$ cat src/rtl/vmask_popc_seq_pkg.sv
// vmask_popc_seq_pkg
//   Shared definitions for the mask sequencers (vcpop.m, vfirst.m, vmsbf.m):
//   - vseq_state_e : sequencer state encoding (IDLE/ISSUE/DRAIN/WAIT/WB)
//   - tail_keep()  : per-bit tail-mask rule for a W-bit mask beat
package vmask_popc_seq_pkg;

    typedef enum logic [2:0] {
        IDLE,
        ISSUE,
        DRAIN,
        WAIT,
        WB
    } vseq_state_e;

    // Bit idx of a beat survives unless this is the final beat of a partial
    // operation (rem != 0) and idx lies at or beyond rem.
    function automatic logic tail_keep(input int unsigned idx,
                                       input int unsigned rem,
                                       input logic        last);
        return !last || (rem == 0) || (idx < rem);
    endfunction

endpackage

$ cat src/rtl/vmask_popc_seq_if.sv
// vmask_popc_seq_if
//   Bus bundle of the vcpop.m sequencer: command, VRF read request/response,
//   popc datapath beat/result and write-back handshake.
//   master : the sequencer side
//   slave  : the environment side (command source, VRF, popc unit, WB sink)
interface vmask_popc_seq_if #(
    parameter int unsigned REQ_DATA_WIDTH  = 64,
    parameter int unsigned RESP_DATA_WIDTH = 64,
    parameter int unsigned REQ_ADDR_WIDTH  = 32,
    parameter int unsigned VL_WIDTH        = 16
);
    logic                       cmd_valid;
    logic                       cmd_ready;
    logic [REQ_ADDR_WIDTH-1:0]  cmd_vs_addr;
    logic [REQ_ADDR_WIDTH-1:0]  cmd_vd_addr;
    logic [VL_WIDTH-1:0]        cmd_vl;

    logic                       rd_req_valid;
    logic                       rd_req_ready;
    logic [REQ_ADDR_WIDTH-1:0]  rd_req_addr;
    logic                       rd_rsp_valid;
    logic [REQ_DATA_WIDTH-1:0]  rd_rsp_data;

    logic                       popc_valid;
    logic [REQ_DATA_WIDTH-1:0]  popc_m0;
    logic                       popc_end;
    logic [REQ_ADDR_WIDTH-1:0]  popc_addr;
    logic                       popc_out_valid;
    logic [RESP_DATA_WIDTH-1:0] popc_out_vec;

    logic                       wb_valid;
    logic                       wb_ready;
    logic [RESP_DATA_WIDTH-1:0] wb_data;
    logic [REQ_ADDR_WIDTH-1:0]  wb_addr;

    modport master (
        input  cmd_valid, cmd_vs_addr, cmd_vd_addr, cmd_vl,
        output cmd_ready,
        output rd_req_valid, rd_req_addr,
        input  rd_req_ready, rd_rsp_valid, rd_rsp_data,
        output popc_valid, popc_m0, popc_end, popc_addr,
        input  popc_out_valid, popc_out_vec,
        output wb_valid, wb_data, wb_addr,
        input  wb_ready
    );

    modport slave (
        output cmd_valid, cmd_vs_addr, cmd_vd_addr, cmd_vl,
        input  cmd_ready,
        input  rd_req_valid, rd_req_addr,
        output rd_req_ready, rd_rsp_valid, rd_rsp_data,
        input  popc_valid, popc_m0, popc_end, popc_addr,
        output popc_out_valid, popc_out_vec,
        input  wb_valid, wb_data, wb_addr,
        output wb_ready
    );

endinterface

$ cat src/rtl/vmask_tail.sv
// vmask_tail
//   Combinational tail mask for one W-bit mask beat.
//   rem  : vl mod W
//   last : beat is the final beat of the operation
//   mask : all ones, or (1<<rem)-1 when last && rem != 0
module vmask_tail #(
    parameter int unsigned W = 64
) (
    input  logic [$clog2(W)-1:0] rem,
    input  logic                 last,
    output logic [W-1:0]         mask
);
    import vmask_popc_seq_pkg::*;

    always_comb begin
        mask = '0;
        for (int unsigned i = 0; i < W; i++) begin
            mask[i] = tail_keep(i, 32'(rem), last);
        end
    end

endmodule

$ cat src/rtl/vmask_popc_seq.sv
// vmask_popc_seq
//   vcpop.m sequencer: accepts one command, issues ceil(vl/W) VRF mask-beat
//   reads (at most MAX_OUT outstanding), streams tail-masked beats into the
//   popc datapath, captures the popc result and offers it for write-back.
//   Ports:
//     clk  : clock
//     rst  : asynchronous active-low reset
//     bus  : command / VRF read / popc / write-back bundle (master side)
//     busy : high whenever an operation is in progress
module vmask_popc_seq #(
    parameter int unsigned REQ_DATA_WIDTH  = 64,
    parameter int unsigned RESP_DATA_WIDTH = 64,
    parameter int unsigned REQ_ADDR_WIDTH  = 32,
    parameter int unsigned VL_WIDTH        = 16,
    parameter int unsigned MAX_OUT         = 4,
    parameter int unsigned ADDR_STRIDE     = 1
) (
    input  logic                    clk,
    input  logic                    rst,
    vmask_popc_seq_if.master        bus,
    output logic                    busy
);
    import vmask_popc_seq_pkg::*;

    localparam int unsigned LOG2W = $clog2(REQ_DATA_WIDTH);
    // One extra bit so the beat count for vl = all-ones cannot overflow.
    localparam int unsigned CNT_W = VL_WIDTH + 1;

    vseq_state_e                state_q, state_d;
    logic [REQ_ADDR_WIDTH-1:0]  vs_q, vd_q;
    logic [CNT_W-1:0]           n_q, iss_cnt, rsp_cnt, outst;
    logic [LOG2W-1:0]           rem_q;
    logic [RESP_DATA_WIDTH-1:0] res_q;
    logic [REQ_DATA_WIDTH-1:0]  tail_mask;
    logic                       cmd_fire, req_fire, rsp_fire, beat_last;

    assign outst     = iss_cnt - rsp_cnt;
    assign cmd_fire  = (state_q == IDLE) && bus.cmd_valid;
    assign req_fire  = bus.rd_req_valid && bus.rd_req_ready;
    // Responses are only meaningful while this operation owns the VRF reads;
    // stragglers from an aborted operation land in IDLE and are dropped.
    assign rsp_fire  = bus.rd_rsp_valid && ((state_q == ISSUE) || (state_q == DRAIN));
    assign beat_last = (rsp_cnt == (n_q - CNT_W'(1)));

    vmask_tail #(
        .W (REQ_DATA_WIDTH)
    ) u_tail (
        .rem  (rem_q),
        .last (beat_last),
        .mask (tail_mask)
    );

    always_ff @(posedge clk or negedge rst) begin
        if (!rst) begin
            state_q <= IDLE;
        end else begin
            state_q <= state_d;
        end
    end

    always_comb begin
        state_d          = state_q;
        busy             = 1'b1;
        bus.cmd_ready    = 1'b0;
        bus.rd_req_valid = 1'b0;
        bus.rd_req_addr  = '0;
        bus.wb_valid     = 1'b0;
        bus.wb_data      = '0;
        bus.wb_addr      = '0;
        case (state_q)
            IDLE: begin
                busy          = 1'b0;
                bus.cmd_ready = 1'b1;
                if (bus.cmd_valid) begin
                    state_d = (bus.cmd_vl == '0) ? WB : ISSUE;
                end
            end
            ISSUE: begin
                bus.rd_req_valid = (iss_cnt < n_q) && (outst < CNT_W'(MAX_OUT));
                bus.rd_req_addr  = vs_q + REQ_ADDR_WIDTH'(iss_cnt) * REQ_ADDR_WIDTH'(ADDR_STRIDE);
                if (iss_cnt == n_q) begin
                    state_d = DRAIN;
                end
            end
            DRAIN: begin
                if (rsp_cnt == n_q) begin
                    state_d = WAIT;
                end
            end
            WAIT: begin
                if (bus.popc_out_valid) begin
                    state_d = WB;
                end
            end
            WB: begin
                bus.wb_valid = 1'b1;
                bus.wb_data  = res_q;
                bus.wb_addr  = vd_q;
                if (bus.wb_ready) begin
                    state_d = IDLE;
                end
            end
            default: state_d = IDLE;
        endcase
    end

    always_ff @(posedge clk or negedge rst) begin
        if (!rst) begin
            vs_q           <= '0;
            vd_q           <= '0;
            n_q            <= '0;
            rem_q          <= '0;
            iss_cnt        <= '0;
            rsp_cnt        <= '0;
            res_q          <= '0;
            bus.popc_valid <= 1'b0;
            bus.popc_m0    <= '0;
            bus.popc_end   <= 1'b0;
            bus.popc_addr  <= '0;
        end else begin
            if (cmd_fire) begin
                vs_q    <= bus.cmd_vs_addr;
                vd_q    <= bus.cmd_vd_addr;
                // ceil(vl/W) without widening the addition
                n_q     <= CNT_W'(bus.cmd_vl >> LOG2W) + CNT_W'(|bus.cmd_vl[LOG2W-1:0]);
                rem_q   <= bus.cmd_vl[LOG2W-1:0];
                iss_cnt <= '0;
                rsp_cnt <= '0;
                res_q   <= '0;
            end else begin
                if (req_fire) begin
                    iss_cnt <= iss_cnt + CNT_W'(1);
                end
                if (rsp_fire) begin
                    rsp_cnt <= rsp_cnt + CNT_W'(1);
                end
                if ((state_q == WAIT) && bus.popc_out_valid) begin
                    res_q <= bus.popc_out_vec;
                end
            end
            bus.popc_valid <= rsp_fire;
            bus.popc_m0    <= rsp_fire ? (bus.rd_rsp_data & tail_mask) : '0;
            bus.popc_end   <= rsp_fire && beat_last;
            bus.popc_addr  <= rsp_fire ? vd_q : '0;
        end
    end

endmodule

$ cat src/flat_wrapper.sv
// flat-port wrapper written by rule: the top's interface ports become plain ports
module vmask_popc_seq_flat import vmask_popc_seq_pkg::*;
#(
    parameter int unsigned REQ_DATA_WIDTH  = 64,
    parameter int unsigned RESP_DATA_WIDTH = 64,
    parameter int unsigned REQ_ADDR_WIDTH  = 32,
    parameter int unsigned VL_WIDTH        = 16,
    parameter int unsigned MAX_OUT         = 4,
    parameter int unsigned ADDR_STRIDE     = 1
)
  (clk, rst, busy, bus_cmd_valid, bus_cmd_vs_addr, bus_cmd_vd_addr, bus_cmd_vl, bus_cmd_ready, bus_rd_req_valid, bus_rd_req_addr, bus_rd_req_ready, bus_rd_rsp_valid, bus_rd_rsp_data, bus_popc_valid, bus_popc_m0, bus_popc_end, bus_popc_addr, bus_popc_out_valid, bus_popc_out_vec, bus_wb_valid, bus_wb_data, bus_wb_addr, bus_wb_ready);
  vmask_popc_seq_if #(.REQ_DATA_WIDTH(REQ_DATA_WIDTH), .RESP_DATA_WIDTH(RESP_DATA_WIDTH), .REQ_ADDR_WIDTH(REQ_ADDR_WIDTH), .VL_WIDTH(VL_WIDTH)) bus_i ();
  input  logic clk;
  input  logic rst;
  output logic busy;
  input wire logic [$bits(bus_i.cmd_valid)-1:0] bus_cmd_valid;
  input wire logic [$bits(bus_i.cmd_vs_addr)-1:0] bus_cmd_vs_addr;
  input wire logic [$bits(bus_i.cmd_vd_addr)-1:0] bus_cmd_vd_addr;
  input wire logic [$bits(bus_i.cmd_vl)-1:0] bus_cmd_vl;
  output wire logic [$bits(bus_i.cmd_ready)-1:0] bus_cmd_ready;
  output wire logic [$bits(bus_i.rd_req_valid)-1:0] bus_rd_req_valid;
  output wire logic [$bits(bus_i.rd_req_addr)-1:0] bus_rd_req_addr;
  input wire logic [$bits(bus_i.rd_req_ready)-1:0] bus_rd_req_ready;
  input wire logic [$bits(bus_i.rd_rsp_valid)-1:0] bus_rd_rsp_valid;
  input wire logic [$bits(bus_i.rd_rsp_data)-1:0] bus_rd_rsp_data;
  output wire logic [$bits(bus_i.popc_valid)-1:0] bus_popc_valid;
  output wire logic [$bits(bus_i.popc_m0)-1:0] bus_popc_m0;
  output wire logic [$bits(bus_i.popc_end)-1:0] bus_popc_end;
  output wire logic [$bits(bus_i.popc_addr)-1:0] bus_popc_addr;
  input wire logic [$bits(bus_i.popc_out_valid)-1:0] bus_popc_out_valid;
  input wire logic [$bits(bus_i.popc_out_vec)-1:0] bus_popc_out_vec;
  output wire logic [$bits(bus_i.wb_valid)-1:0] bus_wb_valid;
  output wire logic [$bits(bus_i.wb_data)-1:0] bus_wb_data;
  output wire logic [$bits(bus_i.wb_addr)-1:0] bus_wb_addr;
  input wire logic [$bits(bus_i.wb_ready)-1:0] bus_wb_ready;
  assign bus_i.cmd_valid = bus_cmd_valid;
  assign bus_i.cmd_vs_addr = bus_cmd_vs_addr;
  assign bus_i.cmd_vd_addr = bus_cmd_vd_addr;
  assign bus_i.cmd_vl = bus_cmd_vl;
  assign bus_cmd_ready = bus_i.cmd_ready;
  assign bus_rd_req_valid = bus_i.rd_req_valid;
  assign bus_rd_req_addr = bus_i.rd_req_addr;
  assign bus_i.rd_req_ready = bus_rd_req_ready;
  assign bus_i.rd_rsp_valid = bus_rd_rsp_valid;
  assign bus_i.rd_rsp_data = bus_rd_rsp_data;
  assign bus_popc_valid = bus_i.popc_valid;
  assign bus_popc_m0 = bus_i.popc_m0;
  assign bus_popc_end = bus_i.popc_end;
  assign bus_popc_addr = bus_i.popc_addr;
  assign bus_i.popc_out_valid = bus_popc_out_valid;
  assign bus_i.popc_out_vec = bus_popc_out_vec;
  assign bus_wb_valid = bus_i.wb_valid;
  assign bus_wb_data = bus_i.wb_data;
  assign bus_wb_addr = bus_i.wb_addr;
  assign bus_i.wb_ready = bus_wb_ready;
  vmask_popc_seq #(.REQ_DATA_WIDTH(REQ_DATA_WIDTH), .RESP_DATA_WIDTH(RESP_DATA_WIDTH), .REQ_ADDR_WIDTH(REQ_ADDR_WIDTH), .VL_WIDTH(VL_WIDTH), .MAX_OUT(MAX_OUT), .ADDR_STRIDE(ADDR_STRIDE)) u_core (.clk(clk), .rst(rst), .bus(bus_i), .busy(busy));
endmodule
$ cat config.mk
export PLATFORM = sky130hd
export DESIGN_NAME = vmask_popc_seq_flat
export DESIGN_NICKNAME = d
export VERILOG_FILES = /design/src/rtl/vmask_popc_seq_pkg.sv /design/src/rtl/vmask_popc_seq_if.sv /design/src/rtl/vmask_tail.sv /design/src/rtl/vmask_popc_seq.sv /design/src/flat_wrapper.sv
export SDC_FILE = /design/constraint.sdc
export NUM_CORES = 1
export LEC_CHECK = 0
export ABC_AREA = 0
export BUFFER_PORTS_ARGS = -buffer_cell sky130_fd_sc_hd__buf_4
export CAP_MARGIN = 20
export CORE_UTILIZATION = 40
export CTS_CLUSTER_DIAMETER = 80
export DETAILED_ROUTE_END_ITERATION = 8
export PLACE_DENSITY_LB_ADDON = 0.08
export SLEW_MARGIN = 5
export SYNTH_ARGS = -nofsm -noshare
export SYNTH_HDL_FRONTEND = slang
export SYNTH_SLANG_ARGS = --single-unit
$ cat constraint.sdc
create_clock -name clk -period 8.1 [get_ports clk]
set_input_delay 1.62 -clock clk [delete_from_list [all_inputs] [get_ports clk]]
set_output_delay 1.62 -clock clk [all_outputs]
set_load 0.1 [all_outputs]
==> key figures, run 1 <==
Status
  – Run status: finished clean

Place
  – Final HPWL from detailed placement: 38.1 mm
  – Routability-driven placement congestion ratio: 0.891
  – I/O Buffers: 444

Drt
  – Antenna Violating Nets Remaining: 0
  – Residual DRC count: 0
  – Drt initial violations: 938
  – Met3 routed WL: 4.43 mm
  – Average routed wire per standard cell: 19.6 um
  – Total number of vias: 14,500
  – Metal1 wirelength: 22.2 mm
  – Sum of met2 wire segment lengths after detailed routing: 24.6 mm
  – Number of iterations in the first detailed-routing pass: 5
  – Top layer reached by signal wires: met5
  – Routed wire length: 53.2 mm
  – Routed via count divided by cell count: 5.33

Synth
  – Synthesized netlist net count: 2,066
  – Top post-synthesis cells by area: sky130_fd_sc_hd__dfrtp_1 46%, sky130_fd_sc_hd__nand2_1 12%, sky130_fd_sc_hd__and3_1 5.0%
  – EDFF count, synth: 0
  – Cell Area, Synth: 15,200 um^2
  – Post-synthesis sequential element count: 280
  – Proportion of netlist area held by the largest area contributor: 46.0%
  – Post-synthesis cell type with the largest combined area: sky130_fd_sc_hd__dfrtp_1
  – Most common library cells after synthesis: 470 x sky130_fd_sc_hd__nand2_1, 280 x sky130_fd_sc_hd__dfrtp_1, 122 x sky130_fd_sc_hd__and3_1
  – Share of the yosys chip area belonging to registers: 46.0%
  – Most frequent cell after synthesis: sky130_fd_sc_hd__nand2_1
  – Total of warnings raised by yosys: 0
  – Cells after synthesis: 1,802
  – Share of async-settable or async-resettable flops after synthesis: 100%
  – Library cells used by synthesis: 71
  – Average size of a mapped cell: 8.45 um^2
  – Most used flip-flop cell after synthesis: sky130_fd_sc_hd__dfrtp_1

Power and ir drop
  – Maximum vdd ir drop: 0.000360 V
  – Power density normalized to cell area: 366 nW/um^2
  – Leakage: 10.7 nW

Worst setup path
  – Max stage delay on crit path: 0.60 ns
  – Series of cell instances along the critical path: inv_1 > ha_1 > and2_1 > a21oi_1 > nor4_1 > nand4_1 > nor3_1 > nand3_1 > or4_1 > nor4_1 > buf_4
  – Required arrival time at the worst endpoint: 6.48 ns
  – Cell repeated most along the worst path: sky130_fd_sc_hd__nor4_1
  – WP data arrival: 4.15 ns
  – Critical Path Start Type: flop
  – Kind of end point of the critical path: output pin
  – Crit-path slowest cell: sky130_fd_sc_hd__or4_1
  – Kind of critical path: reg -> out
  – Top fanout value on the critical path: 9

GRT
  – Initial antenna violation count: 5
  – Global route overflow: 0
  – Via count of the first global-routing pass: 14,000
  – GRT Util Overall: 26.7%
  – Largest net degree at the start of global routing: 105
  – First-pass GRT wire length: 80.6 mm

Worst hold path
  – Worst hold-check path type: reg -> reg

STA
  – Post-Route Setup TNS: 0 ns
  – Final period util: 71.2%
  – Max transition margin: 20.1%
  – Max Clk Rate: 0.173 GHz
  – Worst-Margin Slew: 1.18 ns
  – Unrepaired setup endpoints after global routing: false
  – Final critical path time including I/O delays and setup: 5.77 ns
  – Worst hold margin: 0.478 ns
  – Count of final max-slew check failures: 0
  – Max Clock Skew: 0.0240 ns
  – Hold violation total from the final report: 0
  – Setup-failing EPs final: 0

Die
  – Floorplan die area: 38,900 um^2
  – Placeable Area: 37,600 um^2
  – Die outline height: 197 um
  – Horiz. Die Dim: 197 um
  – Standard-cell rows: 71
  – Top-level port count: 445
  – Initial standard-cell utilization of the core: 40.5%

Clock tree
  – TritonCTS clock tree: built
  – TritonCTS Buffers: 34
  – Maximum number of buffers from clock root to sink: 3
  – CTS root buf: sky130_fd_sc_hd__clkbuf_16
  – Clock latency on the worst-skew pair: 0.53 ns
  – Number of hold buffers added after cts: 0
  – Number of setup buffers added after CTS: 0
  – Clock net sink count: 280
  – H-tree lvl count: 2
  – Clock-pin slew on the worst setup and hold paths: 0.06 ns
  – CTS-repair resized insts: 0

Finish
  – Area growth from synthesis to layout: 31.2%
  – FILL cells: 3,642
  – Share of post-route cells with drive strength above 1: 24.1%
  – Fin nets: 2,447

Job
  – Count of max-cap constraint violations: 0
==> power breakdown <==
part	leakage (nW)	switching, mW	internal [mW]
Clock	0.518	0.615	0.861
Sequential	3.70	0.368	1.87
Combinational	6.49	2.68	0.922
Total	10.7	3.66	3.65
==> sequential cells by signal, indices dropped and copies added, names as in the netlist <==
signal and cells:
u_core.bus.popc_m0 64, u_core.bus.popc_addr 32, u_core.vd_q 32, u_core.res_q 64
u_core.vs_q 32, u_core.bus.popc_valid 1, u_core.state_q 3, u_core.rem_q 6
u_core.rsp_cnt 17, u_core.n_q 11, u_core.iss_cnt 17, u_core.bus.popc_end 1
==> critical path, delay by kind of cell (launching register included) <==
kind,cells,cell delay (ns)
AOI/OAI and AO/OA,1,0.12
adders and majority gates,1,0.47
buffers and inverters,2,0.51
DFF,1,0.48
and+or+nand+nor,7,2.04
==> cell families after synthesis <==
group / share of synthesized area (%)
compound gates: 10.4
fa+ha+maj: 4.07
mux: 0.723
flops: 46.0
simple gates: 30.8
xor+xnor: 3.80
buf+inv: 4.19
==> metal layers <==
metal  global-route usage (%)  vias to the layer above
li1                         -                     6908
met1                     35.2                     6942
met3                     7.22                      105
met5                        0                        -
met2                     41.5                      528
met4                     10.6                        4
==> cells in the final DEF, fill, tap and decap left out, types with 4 or more instances in the layout <==
cell type                     n
sky130_fd_sc_hd__a211oi_1    13
sky130_fd_sc_hd__a21o_1      14
sky130_fd_sc_hd__a21oi_1     81
sky130_fd_sc_hd__a31oi_1     18
sky130_fd_sc_hd__and2_1      46
sky130_fd_sc_hd__and3_1     122
sky130_fd_sc_hd__and4_1       5
sky130_fd_sc_hd__buf_4      457
sky130_fd_sc_hd__clkbuf_1     8
sky130_fd_sc_hd__clkbuf_16   35
sky130_fd_sc_hd__clkbuf_8     7
sky130_fd_sc_hd__dfrtp_1    279
sky130_fd_sc_hd__ha_1        48
sky130_fd_sc_hd__inv_1       47
sky130_fd_sc_hd__mux2i_1     11
sky130_fd_sc_hd__nand2_1    469
sky130_fd_sc_hd__nand2b_1    16
sky130_fd_sc_hd__nand3_1    102
sky130_fd_sc_hd__nand3b_1     4
sky130_fd_sc_hd__nand4_1     20
sky130_fd_sc_hd__nand4b_1     4
sky130_fd_sc_hd__nor2_1      94
sky130_fd_sc_hd__nor2b_1      8
sky130_fd_sc_hd__nor3_1      25
sky130_fd_sc_hd__nor3b_1      8
sky130_fd_sc_hd__nor4_1      19
sky130_fd_sc_hd__o2111ai_1    4
sky130_fd_sc_hd__o211a_1     11
sky130_fd_sc_hd__o21a_1       4
sky130_fd_sc_hd__o21ai_0     62
sky130_fd_sc_hd__o21bai_1     5
sky130_fd_sc_hd__or2_2        4
sky130_fd_sc_hd__or3_1       17
sky130_fd_sc_hd__xnor2_1     51
sky130_fd_sc_hd__xor2_1      15
==> final timing paths <==
path                       depth (start not counted)                           from                            endpoint  slack, ns
max in group asynchronous                          2                            rst  u_core.bus.popc_addr[19]$_DFF_PN0_       5.53
min in group asynchronous                          1                            rst      u_core.rsp_cnt[15]$_DFFE_PN0P_       1.10
min reg2reg                                        2     u_core.vd_q[4]$_DFFE_PN0P_          u_core.vd_q[4]$_DFFE_PN0P_       0.48
max reg2reg                                       10  u_core.rsp_cnt[6]$_DFFE_PN0P_       u_core.iss_cnt[8]$_DFFE_PN0P_       4.11
min                                                2     u_core.vd_q[4]$_DFFE_PN0P_          u_core.vd_q[4]$_DFFE_PN0P_       0.48
max                                               11  u_core.rsp_cnt[6]$_DFFE_PN0P_                    bus_rd_req_valid       2.33
==> metrics by stage <==
step / instances / instance area [um^2] / util (%) / setup WS [ns] / total power [mW]
global placement: 2655 / 18900 / 50.2 / 2.83 / 5.82
CTS: 2714 / 20000 / 53.1 / 2.35 / 7.34
floorplan: 1802 / 15200 / - / 0.968 / 4.89
global route: 2717 / 20000 / 53.2 / 2.08 / 7.68
finish: 2718 / 20000 / 53.2 / 2.33 / 7.31
detailed placement: 2657 / 18900 / 50.3 / 2.93 / 5.85
==> area by class of cell <==
class | count | area, um^2 | share of cell area (%)
multi-input combinational | 1361 | 7620 | 38.1
sequential | 280 | 7010 | 35.1
timing repair buffer | 459 | 3460 | 17.3
clock buffer | 50 | 1000 | 5.02
tap | 511 | 639 | 3.20
inverter | 47 | 176 | 0.883
clock inverter | 7 | 62.6 | 0.313
antenna | 3 | 7.51 | 0.0376
Note: power is estimated with default switching activity, not from simulation.
==> run 2: changes to the inputs <==
==> constraint.sdc (replaced) <==
create_clock -name clk -period 6 [get_ports clk]
set_input_delay 1.2 -clock clk [delete_from_list [all_inputs] [get_ports clk]]
set_output_delay 1.2 -clock clk [all_outputs]
set_load 0.1 [all_outputs]
==> run 2 against run 1 <==
Against the previous run:
- via count decreased by 0.64%
- combinational power grew 36%
- clock skew rose by 0.0024 ns
- core utilization is 0.42 points higher
- global-route usage about the same
- first-iteration DRC count increased by 15%
- routed wire length fell by 0.65%
- worst hold slack improved by 0.0034 ns
- sequential power increased by 35%
- die area unchanged
- cell area rose by 0.80%
==> key figures, run 2 (synthesis gave the netlist of run 1 again) <==
Drt
  – Routed via count divided by cell count: 5.28 (-0.85%)
  – Metal1 wirelength: 22.6 mm (+1.8%)
  – Sum of met2 wire segment lengths after detailed routing: 24.8 mm (+0.88%)
  – Met3 routed WL: 4.11 mm (-7.4%)
  – Top layer reached by signal wires: met5
  – Routed wire length: 52.9 mm (-0.65%)
  – Antenna Violating Nets Remaining: 0 (unchanged)
  – Residual DRC count: 0 (unchanged)
  – Drt initial violations: 1,079 (+15%)
  – Number of iterations in the first detailed-routing pass: 5 (unchanged)
  – Total number of vias: 14,400 (-0.64%)
  – Average routed wire per standard cell: 19.4 um (-0.87%)

Place
  – I/O Buffers: 444 (unchanged)
  – Total cell area at the placement stage: 18,900 um^2 (+0.22%)
  – Final HPWL from detailed placement: 37.9 mm (-0.75%)
  – Routability-driven placement congestion ratio: 0.918 (+3.0%)

GRT
  – Global route overflow: 0 (unchanged)
  – Via count of the first global-routing pass: 13,900 (-0.46%)
  – Largest net degree at the start of global routing: 105 (unchanged)
  – First-pass GRT wire length: 80.5 mm (-0.14%)
  – Initial antenna violation count: 2 (-3)
  – GRT Util Overall: 26.6% (-0.037 points)

Finish
  – Core utilization of the finished layout: 53.6% (+0.42 points)
  – Fin nets: 2,452 (+0.20%)
  – FILL cells: 3,578 (-1.8%)
  – Top library cells by usage in the layout, fill and taps aside: 469 x sky130_fd_sc_hd__nand2_1, 460 x sky130_fd_sc_hd__buf_4, 279 x sky130_fd_sc_hd__dfrtp_1
  – Register area: 7010 um^2 (unchanged)
  – Share of post-route cells with drive strength above 1: 24.5% (+0.36 points)
  – Leading cell type in the layout, fill and taps excluded: sky130_fd_sc_hd__nand2_1
  – Area of combinational cells with multiple inputs: 7630 um^2 (about the same)
  – Total non-filler cell area in the finished layout: 20,100 um^2 (+0.80%)
  – Area growth from synthesis to layout: 32.2%
  – Largest registers ranked by flip-flop count: u_core.bus.popc_m0: 64 flops, u_core.res_q: 64 flops

Die
  – Horiz. Die Dim: 197 um (unchanged)
  – Die outline height: 197 um (unchanged)
  – Top-level port count: 445 (unchanged)
  – Floorplan die area: 38,900 um^2 (unchanged)
  – Standard-cell rows: 71 (unchanged)
  – Initial standard-cell utilization of the core: 40.5% (unchanged)
  – Placeable Area: 37,600 um^2 (unchanged)

Clock tree
  – Clock net sink count: 280 (unchanged)
  – CTS root buf: sky130_fd_sc_hd__clkbuf_16
  – Maximum number of buffers from clock root to sink: 3 (unchanged)
  – Clock latency on the worst-skew pair: 0.53 ns (about the same)
  – TritonCTS Buffers: 35 (+2.9%)
  – TritonCTS clock tree: built
  – Number of hold buffers added after cts: 0 (unchanged)
  – H-tree lvl count: 2 (unchanged)
  – Clock-pin slew on the worst setup and hold paths: 0.06 ns (about the same)
  – CTS-repair resized insts: 0 (unchanged)
  – Number of setup buffers added after CTS: 0 (unchanged)

Worst setup path
  – Kind of critical path: reg -> out
  – Series of cell instances along the critical path: inv_1 > ha_1 > and2_1 > a21oi_1 > nor4_1 > nand4_1 > nor3_1 > nand3_1 > or4_1 > nor4_2 > buf_4
  – Top fanout value on the critical path: 9 (unchanged)
  – Max stage delay on crit path: 0.59 ns (about the same)
  – Critical Path Start Type: flop
  – Crit-path slowest cell: sky130_fd_sc_hd__or4_1
  – Required arrival time at the worst endpoint: 4.80 ns (-1.68 ns)
  – Count of buffer and inverter cells on the critical path: 2 (unchanged)
  – Top Family by Delay on Critical Path: simple AND/OR/NAND/NOR gates
  – Worst setup path startpoint: u_core.rsp_cnt[6]$_DFFE_PN0P_
  – Kind of end point of the critical path: output pin
  – WP data arrival: 4.13 ns (-0.02 ns)
  – Launch point of the worst reg-to-reg path: u_core.rsp_cnt[6]$_DFFE_PN0P_

Power and ir drop
  – Leakage: 10.8 nW (+0.79%)
  – Power density normalized to cell area: 500 nW/um^2 (+37%)
  – Maximum vdd ir drop: 0.000471 V (+31%)

Worst hold path
  – Min-Delay Startpoint: u_core.vd_q[30]$_DFFE_PN0P_
  – Worst hold-check path type: reg -> reg

Job
  – Count of max-cap constraint violations: 0 (unchanged)

STA
  – Post-Route Setup TNS: 0 ns (unchanged)
  – Worst-Margin Slew: 1.11 ns (-0.0758 ns)
  – Count of final max-slew check failures: 0 (unchanged)
  – Final period util: 88.9%
  – Max Clk Rate: 0.187 GHz
  – Max transition margin: 25.7% (+5.6 points)
  – Hold violation total from the final report: 0 (unchanged)
  – Final critical path time including I/O delays and setup: 5.33 ns
  – Setup-failing EPs final: 0 (unchanged)
  – Unrepaired setup endpoints after global routing: false
  – Max Clock Skew: 0.0264 ns (+0.00237 ns)

Status
  – Run status: finished clean
[run 2: cell types whose count changed in the layout (fill, tap and decap cells not counted), sizes merged]
cell	delta
clkinv	+5
buf	+4
bufinv	+4
clkbuf	-3
diode	-2
clkinvlp	-1
inv	-1
[run 2: worst register-to-register path, cell delays in order, from the launching register on]
cell and delay [ns]:
sky130_fd_sc_hd__dfrtp_1 0.46, sky130_fd_sc_hd__inv_1 0.17, sky130_fd_sc_hd__ha_1 0.47, sky130_fd_sc_hd__and2_1 0.42
sky130_fd_sc_hd__nand3_1 0.16, sky130_fd_sc_hd__or3_1 0.39, sky130_fd_sc_hd__nand4_1 0.11, sky130_fd_sc_hd__nand3b_1 0.17
sky130_fd_sc_hd__or4b_2 0.88, sky130_fd_sc_hd__nor4_1 0.40, sky130_fd_sc_hd__mux2i_1 0.22
[run 2: cell type report]
class	instances	share of cell area, %
Multi-Input combinational cell	1361	37.9
Sequential cell	280	34.8
Timing Repair Buffer	463	17.4
Clock buffer	47	4.88
Tap cell	511	3.18
Clock inverter	14	0.982
Inverter	47	0.876
Antenna cell	1	0.0124
[run 2: metal layers]
metal  track usage, %  vias up
met5                0        -
met1             34.9     6957
li1                 -     6909
met3             7.46       68
met2             42.8      459
met4             7.69        2
[run 2: final timing paths]
kind	endpoint	depth (start not counted)	slack, ns
setup / recovery	bus_rd_req_valid	11	0.67
hold / removal	u_core.vd_q[30]$_DFFE_PN0P_	2	0.48
setup reg to reg	u_core.iss_cnt[8]$_DFFE_PN0P_	10	2.07
hold reg to reg	u_core.vd_q[30]$_DFFE_PN0P_	2	0.48
max in group asynchronous	u_core.bus.popc_m0[47]$_DFF_PN0_	2	4.23
min in group asynchronous	u_core.n_q[5]$_DFFE_PN0P_	1	0.68
[run 2: where the power goes]
group	internal, mW	total [mW]	switching, mW
sequential	2.52	3.01	0.489
combinational	1.25	4.88	3.62
clock	1.33	2.18	0.854
[run 2: stage by stage]
| step | setup slack, ns | total power [mW] | hold slack, ns | cells |
|---|---|---|---|---|
| final | 0.667 | 10.1 | 0.482 | 2724 |
| after global routing | 0.406 | 10.6 | 0.506 | 2724 |
| after CTS | 0.686 | 10.1 | 0.486 | 2722 |
| after detailed placement | 1.26 | 7.90 | 0.471 | 2661 |
| after global placement | 1.25 | 7.87 | 0.464 | 2661 |
| after floorplan | 0.449 | 6.61 | 0.450 | 1802 |
==> run 3: changes to the inputs <==
--- a/config.mk
+++ b/config.mk
@@ -11,7 +11,8 @@
 export CORE_UTILIZATION = 40
 export CTS_CLUSTER_DIAMETER = 80
 export DETAILED_ROUTE_END_ITERATION = 8
-export PLACE_DENSITY_LB_ADDON = 0.08
+export MAX_ROUTING_LAYER = met4
+export PLACE_DENSITY_LB_ADDON = 0.3
 export SLEW_MARGIN = 5
 export SYNTH_ARGS = -nofsm -noshare
 export SYNTH_HDL_FRONTEND = slang
==> run 3 against run 2 <==
Against the previous run:
- register-to-register slack got worse by 0.03 ns
- die area stayed put
- total power shrank 0.55%
- clock skew down 0.0068 ns
- combinational power about the same
- non-clock buffer count down 1
- count of clock-buffer cells in the layout down 2
==> key figures, run 3 (synthesis gave the netlist of run 1 again) <==
STA
  – Setup slack after layout: 0.672 ns (+0.00524 ns)
  – Count of final max-slew check failures: 0 (unchanged)
  – Setup-failing EPs final: 0 (unchanged)
  – Max Clock Skew: 0.0196 ns (-0.00680 ns)
  – Max Clk Rate: 0.188 GHz (about the same)
  – Final period util: 88.8% (about the same)
  – Worst-Margin Slew: 1.03 ns (-0.0793 ns)
  – Unrepaired setup endpoints after global routing: false
  – Final critical path time including I/O delays and setup: 5.33 ns (-0.00524 ns)
  – Max transition margin: 31.0% (+5.4 points)
  – Post-Route Setup TNS: 0 ns (unchanged)
  – Hold violation total from the final report: 0 (unchanged)

GRT
  – Global route overflow: 0 (unchanged)
  – Largest net degree at the start of global routing: 105 (unchanged)
  – Met1 routing resource usage after global routing: 33.6% (-1.4 points)
  – Initial antenna violation count: 1 (-1)
  – Via count of the first global-routing pass: 14,400 (+4.0%)
  – Met3 demand-to-capacity share in global routing: 6.39% (-1.1 points)
  – M2 GR Usage: 42.0% (-0.80 points)
  – First-pass GRT wire length: 80.0 mm (-0.62%)
  – Busiest grt layer: met2
  – GRT Util Overall: 26.9% (+0.22 points)

Finish
  – Top library cells by usage in the layout, fill and taps aside: 469 x sky130_fd_sc_hd__nand2_1, 457 x sky130_fd_sc_hd__buf_4, 279 x sky130_fd_sc_hd__dfrtp_1
  – Share of post-route cells with drive strength above 1: 24.5% (+0.067 points)
  – Leading cell type in the layout, fill and taps excluded: sky130_fd_sc_hd__nand2_1
  – Total non-filler cell area in the finished layout: 20,100 um^2 (-0.29%)
  – Largest registers ranked by flip-flop count: u_core.bus.popc_m0: 64 flops, u_core.res_q: 64 flops
  – Area growth from synthesis to layout: 31.8%
  – Core utilization of the finished layout: 53.4% (-0.15 points)
  – Fin nets: 2,450 (-0.082%)

Drt
  – Antenna Violating Nets Remaining: 0 (unchanged)
  – Average routed wire per standard cell: 19.1 um (-1.7%)
  – Routed wire length: 52.0 mm (-1.7%)
  – Routed via count divided by cell count: 5.42 (+2.7%)
  – Number of iterations in the first detailed-routing pass: 6 (+1)
  – Total number of vias: 14,800 (+2.6%)
  – Residual DRC count: 0 (unchanged)
  – Drt initial violations: 862 (-20%)

Clock tree
  – Clock net sink count: 280 (unchanged)
  – Number of hold buffers added after cts: 0 (unchanged)
  – CTS-repair resized insts: 0 (unchanged)
  – CTS root buf: sky130_fd_sc_hd__clkbuf_16
  – TritonCTS clock tree: built
  – Clock latency on the worst-skew pair: 0.52 ns (about the same)
  – Number of setup buffers added after CTS: 0 (unchanged)
  – H-tree lvl count: 2 (unchanged)
  – Clock-pin slew on the worst setup and hold paths: 0.05 ns (about the same)
  – TritonCTS Buffers: 34 (-2.9%)
  – Maximum number of buffers from clock root to sink: 3 (unchanged)

Place
  – Routability-driven placement congestion ratio: 0.955 (+4.1%)
  – Total cell area at the placement stage: 18,900 um^2 (about the same)
  – I/O Buffers: 444 (unchanged)
  – Dpl ws: 1.27 ns (+0.0120 ns)
  – Final HPWL from detailed placement: 37.4 mm (-1.3%)

Die
  – Die outline height: 197 um (unchanged)
  – Floorplan die area: 38,900 um^2 (unchanged)
  – Top-level port count: 445 (unchanged)
  – Placeable Area: 37,600 um^2 (unchanged)
  – Initial standard-cell utilization of the core: 40.5% (unchanged)
  – Standard-cell rows: 71 (unchanged)
  – Horiz. Die Dim: 197 um (unchanged)

Worst setup path
  – Logic depth of the worst register-to-register path: 10 (unchanged)
  – Kind of end point of the critical path: output pin
  – Kind of critical path: reg -> out
  – Worst setup path startpoint: u_core.iss_cnt[0]$_DFFE_PN0P_
  – Top fanout value on the critical path: 8 (-1)
  – Critical Path Start Type: flop
  – R2r endpoint: u_core.iss_cnt[8]$_DFFE_PN0P_
  – Launch point of the worst reg-to-reg path: u_core.rsp_cnt[6]$_DFFE_PN0P_
  – CP endpoint: bus_rd_req_addr[22]
  – Required arrival time at the worst endpoint: 4.80 ns (about the same)
  – WP data arrival: 4.13 ns (about the same)
  – Register-to-Register Setup Slack: 2.04 ns (-0.03 ns)

Job
  – Count of max-cap constraint violations: 0 (unchanged)

Worst hold path
  – Worst hold-check path type: reg -> reg

Power and ir drop
  – Power density normalized to cell area: 499 nW/um^2 (-0.26%)
  – Leakage: 10.8 nW (-0.16%)
  – Maximum vdd ir drop: 0.000585 V (+24%)
  – Total Power Consumption: 10.0 mW (-0.55%)

Status
  – Run status: finished clean
run 3: worst max-delay path, stage by stage (launching register included):
cell,delay [ns]
sky130_fd_sc_hd__dfrtp_1,0.44
sky130_fd_sc_hd__ha_1,0.27
sky130_fd_sc_hd__fa_1,0.42
sky130_fd_sc_hd__a21o_1,0.19
sky130_fd_sc_hd__a31oi_1,0.24
sky130_fd_sc_hd__a31oi_1,0.19
sky130_fd_sc_hd__a41o_1,0.31
sky130_fd_sc_hd__o211ai_1,0.73
sky130_fd_sc_hd__a31oi_1,0.21
sky130_fd_sc_hd__xnor2_1,0.18
sky130_fd_sc_hd__nor2_1,0.12
sky130_fd_sc_hd__buf_4,0.31
run 3: stage by stage:
stage | std cells | hold WS (ns)
after floorplan | 1802 | 0.450
after global placement | 2657 | 0.466
after detailed placement | 2661 | 0.470
after CTS | 2721 | 0.484
after global routing | 2722 | 0.511
final | 2722 | 0.484
run 3: area by class of cell:
| type | instances | area, um^2 |
|---|---|---|
| well taps | 511 | 639 |
| diodes | 1 | 2.50 |
| multi-input cells | 1361 | 7630 |
| clock buffers | 45 | 996 |
| clock inverters | 15 | 134 |
| inverters | 47 | 176 |
| flip-flops and latches | 280 | 7010 |
| fillers | 3489 | 17500 |
| repair buffers | 462 | 3500 |
run 3: per-layer routing:
layer,vias to the layer above,part of all wire [%]
met1,7097,41
met3,113,8.6
met4,0,3.8
li1,6904,-
met5,-,0
met2,652,47
run 3: worst min-delay path by stage:
| stage | from | endpoint | depth (start not counted) |
|---|---|---|---|
| 6_report | u_core.vs_q[16]$_DFFE_PN0P_ | u_core.vs_q[16]$_DFFE_PN0P_ | 2 |
| 5_1_grt | u_core.res_q[56]$_DFFE_PN0P_ | u_core.res_q[56]$_DFFE_PN0P_ | 2 |
| 4_1_cts | u_core.vs_q[16]$_DFFE_PN0P_ | u_core.vs_q[16]$_DFFE_PN0P_ | 2 |
| 3_5_place_dp | u_core.vs_q[16]$_DFFE_PN0P_ | u_core.vs_q[16]$_DFFE_PN0P_ | 2 |
| 3_3_place_gp | u_core.vd_q[17]$_DFFE_PN0P_ | u_core.vd_q[17]$_DFFE_PN0P_ | 2 |
| 2_1_floorplan | u_core.vs_q[0]$_DFFE_PN0P_ | u_core.vs_q[0]$_DFFE_PN0P_ | 2 |
run 3: report_power, final:
group / leakage, nW / switching, mW / internal (mW) / total [mW]
combinational: 6.51 / 3.64 / 1.25 / 4.89
sequential: 3.70 / 0.517 / 2.52 / 3.04
clock: 0.562 / 0.830 / 1.26 / 2.09
total: 10.8 / 4.98 / 5.03 / 10.0
